File: src/rtl/prco_uart_rx.sv
// 8N1 UART receiver: 2-FF synchronised line, mid-bit sampling, byte strobe and framing-error pulse.
// Sits between the board RX pin and the core's receive handling.
module prco_uart_rx #(
    parameter int unsigned CLKS_PER_BIT = 434,
    parameter int unsigned CNT_W        = 16
) (
    input  logic       i_clk,
    input  logic       i_reset,
    input  logic       i_rx,
    output logic [7:0] q_rx_byte,
    output logic       q_rx_valid,
    output logic       q_frame_err,
    output logic       q_busy
);

    localparam logic [CNT_W-1:0] HALF_CNT = CNT_W'(CLKS_PER_BIT / 2 - 1);
    localparam logic [CNT_W-1:0] FULL_CNT = CNT_W'(CLKS_PER_BIT - 1);

    typedef enum logic [2:0] {
        S_IDLE,
        S_START,
        S_DATA,
        S_STOP,
        S_BREAK
    } state_t;

    state_t           state, state_nxt;
    logic [CNT_W-1:0] cnt, cnt_nxt;
    logic [2:0]       idx, idx_nxt;
    logic [7:0]       shreg, shreg_nxt;
    logic [7:0]       byte_nxt;
    logic             valid_nxt;
    logic             err_nxt;
    logic             rx_meta;
    logic             rx_s;

    // Synchroniser presets to idle-high so reset never fakes a start edge.
    always_ff @(posedge i_clk) begin
        if (i_reset) begin
            rx_meta <= 1'b1;
            rx_s    <= 1'b1;
        end else begin
            rx_meta <= i_rx;
            rx_s    <= rx_meta;
        end
    end

    always_ff @(posedge i_clk) begin
        if (i_reset) begin
            state       <= S_IDLE;
            cnt         <= '0;
            idx         <= '0;
            shreg       <= '0;
            q_rx_byte   <= '0;
            q_rx_valid  <= 1'b0;
            q_frame_err <= 1'b0;
            q_busy      <= 1'b0;
        end else begin
            state       <= state_nxt;
            cnt         <= cnt_nxt;
            idx         <= idx_nxt;
            shreg       <= shreg_nxt;
            q_rx_byte   <= byte_nxt;
            q_rx_valid  <= valid_nxt;
            q_frame_err <= err_nxt;
            q_busy      <= (state_nxt != S_IDLE);
        end
    end

    // Next-state: counter restarts from zero on every state change.
    always_comb begin
        state_nxt = state;
        cnt_nxt   = cnt + CNT_W'(1);
        idx_nxt   = idx;
        shreg_nxt = shreg;
        byte_nxt  = q_rx_byte;
        valid_nxt = 1'b0;
        err_nxt   = 1'b0;

        case (state)
            S_IDLE: begin
                cnt_nxt = '0;
                if (!rx_s) begin
                    state_nxt = S_START;
                end
            end
            S_START: begin
                if (cnt == HALF_CNT) begin
                    cnt_nxt = '0;
                    if (!rx_s) begin
                        state_nxt = S_DATA;
                        idx_nxt   = '0;
                    end else begin
                        state_nxt = S_IDLE;
                    end
                end
            end
            S_DATA: begin
                if (cnt == FULL_CNT) begin
                    cnt_nxt   = '0;
                    shreg_nxt = {rx_s, shreg[7:1]};
                    idx_nxt   = idx + 3'd1;
                    if (idx == 3'd7) begin
                        state_nxt = S_STOP;
                    end
                end
            end
            S_STOP: begin
                if (cnt == FULL_CNT) begin
                    cnt_nxt = '0;
                    if (rx_s) begin
                        byte_nxt  = shreg;
                        valid_nxt = 1'b1;
                        state_nxt = S_IDLE;
                    end else begin
                        err_nxt   = 1'b1;
                        state_nxt = S_BREAK;
                    end
                end
            end
            S_BREAK: begin
                cnt_nxt = '0;
                if (rx_s) begin
                    state_nxt = S_IDLE;
                end
            end
            default: begin
                cnt_nxt   = '0;
                state_nxt = S_IDLE;
            end
        endcase
    end

endmodule

File: config.mk
export PLATFORM = sky130hd
export DESIGN_NAME = prco_uart_rx
export DESIGN_NICKNAME = d
export VERILOG_FILES = /design/src/rtl/prco_uart_rx.sv
export SDC_FILE = /design/constraint.sdc
export NUM_CORES = 1
export LEC_CHECK = 0
export ABC_AREA = 1
export ABC_CLOCK_PERIOD_IN_PS = 2200
export BUFFER_PORTS_ARGS = -buffer_cell sky130_fd_sc_hd__clkbuf_2
export CORE_ASPECT_RATIO = 1.1
export CORE_MARGIN = 2
export CORE_UTILIZATION = 63
export CTS_CLUSTER_DIAMETER = 100
export DETAILED_ROUTE_END_ITERATION = 10
export GPL_TIMING_DRIVEN = 0
export PLACE_DENSITY_LB_ADDON = 0.2
export SLEW_MARGIN = 0
export SYNTH_ARGS = -nofsm -noshare
export SYNTH_HDL_FRONTEND = slang
export SYNTH_SLANG_ARGS = --single-unit
File: constraint.sdc
create_clock -name i_clk -period 2.2 [get_ports i_clk]
set_input_delay 0.11 -clock i_clk [delete_from_list [all_inputs] [get_ports i_clk]]
set_output_delay 0.11 -clock i_clk [all_outputs]
set_load 0.02 [all_outputs]
==> impl_summary.md <==
Synth
The warning count from the yosys run is 0. In the post-synthesis netlist, the biggest area contributors are dfxtp_1 43%, nor2_1 11%, nand2_1 6.9%, inv_1 5.2%, nor2_2 4.7%. Summed over all instances, the cell type with the most area after synthesis is dfxtp_1. The average instance in the mapped netlist occupies 7.51 um2.

In the synthesized netlist the dominant register cell turns out to be dfxtp_1. The net count of the mapped netlist is 275. The number of synthesized register bits is 43. In the synthesized netlist the async set-or-reset flop fraction comes to 0.

In this run, synthesis inferred 0 flip-flops with an integrated enable. The share of Yosys cell area claimed by the top area cell type is 0.429. The cell count after synthesis is 267. After synthesis the cells add up to 0.00200 mm2. Counting distinct cell types in the post-synthesis netlist gives 30. The sequential share of the synthesized area is 0.429.

Drt
The post-route DRC violation count is 0. The first detailed-routing pass took 4 iterations. In this run the remaining antenna-violating nets after routing total 0. For this block, the initial DRC count from the detailed router was 63.

Across all layers, the routed design uses 1660 vias. The routed wire length is 3.68 mm. The final routed wire length divided by cell count is 11.4 um. The routed via count divided by cell count is 5.14.

CTS
Clock tree synthesis inserted a total of 5 buffers. The TritonCTS clock tree is built. The number of setup buffers added after CTS is 0. The later pin in the worst-skew pair is clocked with a latency of 360 ps. The CTS root buffer is clkbuf_4. The number of clock sinks is 43. The clock tree buffer depth is 2.

Once the clock tree was built, the resizer swapped 0 gates to a different size. After clock tree synthesis, the clock-pin slew on the worst setup and hold paths is 130 ps. The depth of the CTS H-tree is 2.

Worst setup path
The setup path with the least slack is of type reg2reg. The data required time at the worst endpoint is 2500 ps. STA classifies the critical path endpoint as a flip-flop. Counting cells, the worst reg-to-reg path comes to 9. The critical-path maximum fanout is 8. The critical path arrival is 1960 ps. Following the worst setup path forward leads to its endpoint at q_rx_byte[4]. The startpoint type of the worst setup path is a flip-flop.

The startpoint identified for the worst register-to-register timing path is cnt[0]. The end of the worst register-to-register path is q_rx_byte[4]. In this run the register-to-register setup slack is 540 ps.

The most critical setup path has its startpoint at cnt[0].

STA
Dividing the final minimum period by the clock period gives 0.754. For this run, the top clock speed supported by timing is 603 MHz. The final hold violation count is 0.

For the final routed database, the setup TNS stands at 0 ps. The number of max-slew violations in the final report came to 0. The clock skew after layout is 16.1 ps. Setup violations remaining at the end of the flow were counted as 0.

In this run the tightest slew margin relative to its limit is 0.737. For the pin with the worst max-slew slack, the measured transition is 395 ps. Setup repair after global routing left no endpoint under its margin.

The clock period minus worst slack is 1660 ps.

Floorplan
The initial core utilization is 0.658. The die is 63.2 um tall. The row count is 21. The die is 57.8 um wide. The area enclosed by the die boundary is 0.00365 mm2. The core region is 0.00305 mm2. The number of top-level pins is 14.

Power
The worst IR drop on VDD is 0.000741 V. The total power per unit cell area is 609 mW/mm2. Summed over all cells, the static leakage comes to 1.01 nW.

Placement
The placer congestion estimate is 0.890. The number of I/O port buffers is 13. Summing all placed instances gives a cell area of 0.00211 mm2. The HPWL reported at the end of detailed placement is 2.75 mm.

Layout
Of the cells placed in the final design, the portion with a size suffix greater than 1 is 0.194. The layout has 264 filler cells. The growth of design area from synthesis to finish is 10.4%.

The number of diodes added for antenna fixing is 0. The final layout contains 296 nets. Once layout is done, the placed cells without fillers occupy 0.00221 mm2.

Min path
The worst hold path belongs to the class in2reg.

Global route
The initial antenna violation count is 0. The wire length of the first global-routing pass is 6.56 mm. The via count of the first global-routing pass is 1646. The combined global-route utilization of all metal layers is 0.228.

The maximum number of pins on one net before global-route repair is 15. Summed over all layers, the global routing overflow is 0.

Status
The flow ran to the end, and the final reports show no timing, DRC or antenna violations.

Flow run
The max-capacitance violation count is 0.
-- Yosys cell counts, drive strengths merged, types with 3 or more instances --
cell type   n
inv        30
o21ai      21
ha          5
nand2      43
nor4        3
xor2        6
nand3      18
dfxtp      43
a21oi       4
nor2       76
nand4       5
buf         3
-- registers in the layout, summed over array words and instances (netlist names) --
name         cells
shreg            8
q_rx_valid       1
state            3
cnt             16
q_rx_byte        8
q_frame_err      1
rx_meta          1
idx              3
rx_s             1
q_busy           1
-- cell usage in the layout, fill, tap and decap left out, types with 2 or more instances in the layout --
cell and instances:
xnor2_1 2, inv_2 2, nor2_4 2, dfxtp_1 43, nor2_2 15, clkbuf_2 13
a21oi_1 4, nor2_1 59, o21ai_1 3, nand2_2 6, nand2_1 37, xor2_1 6
or2_2 2, nand4_1 3, clkbuf_4 5, nor4_1 3, nand3_1 17, o21ai_0 18
inv_1 28, ha_1 5
-- layer usage --
metal  wire, um  track usage  vias up  share of wire
met5          0            0        -              0
met3         94       0.0452        7          0.026
met4         47        0.108        0          0.013
met1       1620        0.252      747           0.44
met2       1920        0.406       21           0.52
li1           -            -      885              -
-- layout make-up --
cell class | count | area, um2 | share of cell area
clock buffer | 6 | 51.3 | 0.0232
sequential | 43 | 861 | 0.389
tap | 34 | 42.5 | 0.0192
buffer | 4 | 27.5 | 0.0124
multi-input combinational | 189 | 998 | 0.451
clock inverter | 2 | 38.8 | 0.0175
timing repair buffer | 14 | 75.1 | 0.0339
inverter | 31 | 118 | 0.0532
-- logic make-up after synthesis --
family	synth area share
and+or+nand+nor	0.363
xor gates and xnor gates	0.0350
adders and majority gates	0.0312
DFF	0.429
AOI/OAI and AO/OA	0.0693
buffers and inverters	0.0724
-- what timing repair did --
item,in CTS,in global routing
setup endpoints to repair,0,0
hold buffers,1,0
endpoints found under the hold margin,1,0
-- how the worst min path moves through the flow --
stage / start / endpoint / slack (ps) / depth (start not counted)
after floorplan: i_reset / idx[1] / 180 / 1
after global placement: i_rx / rx_meta / 290 / 2
after detailed placement: i_rx / rx_meta / 310 / 2
after CTS: i_reset / idx[2] / 9 / 2
after global routing: i_reset / idx[2] / 30 / 2
final: i_reset / idx[2] / 10 / 2
-- through the flow --
stage | utilization | total power [W] | worst slack (ps) | hold slack [ps] | std cells
3_5_place_dp | 0.693 | 0.000829 | 540 | 309 | 314
5_1_grt | 0.726 | 0.00139 | 311 | 33.5 | 323
4_1_cts | 0.726 | 0.00135 | 513 | 9.39 | 323
2_1_floorplan | - | 0.000820 | 747 | 179 | 267
6_report | 0.726 | 0.00135 | 540 | 10.6 | 323
3_3_place_gp | 0.693 | 0.000828 | 576 | 292 | 314
-- power breakdown --
part | total [W] | internal, W | switching [W]
registers | 0.000785 | 0.000782 | 0.00000302
logic | 0.0000275 | 0.00000959 | 0.0000179
clock network | 0.000535 | 0.000275 | 0.000260
-- worst max-delay path: stages, from the launching register on --
cell and delay, ps:
dfxtp_1 440, ha_1 190, inv_1 40, nor2_1 80, nand2_1 70, nor2_2 150
nand2_2 110, nor3_4 270, o21ai_0 130, nor2_1 120
Note: power is estimated with default switching activity, not from simulation.
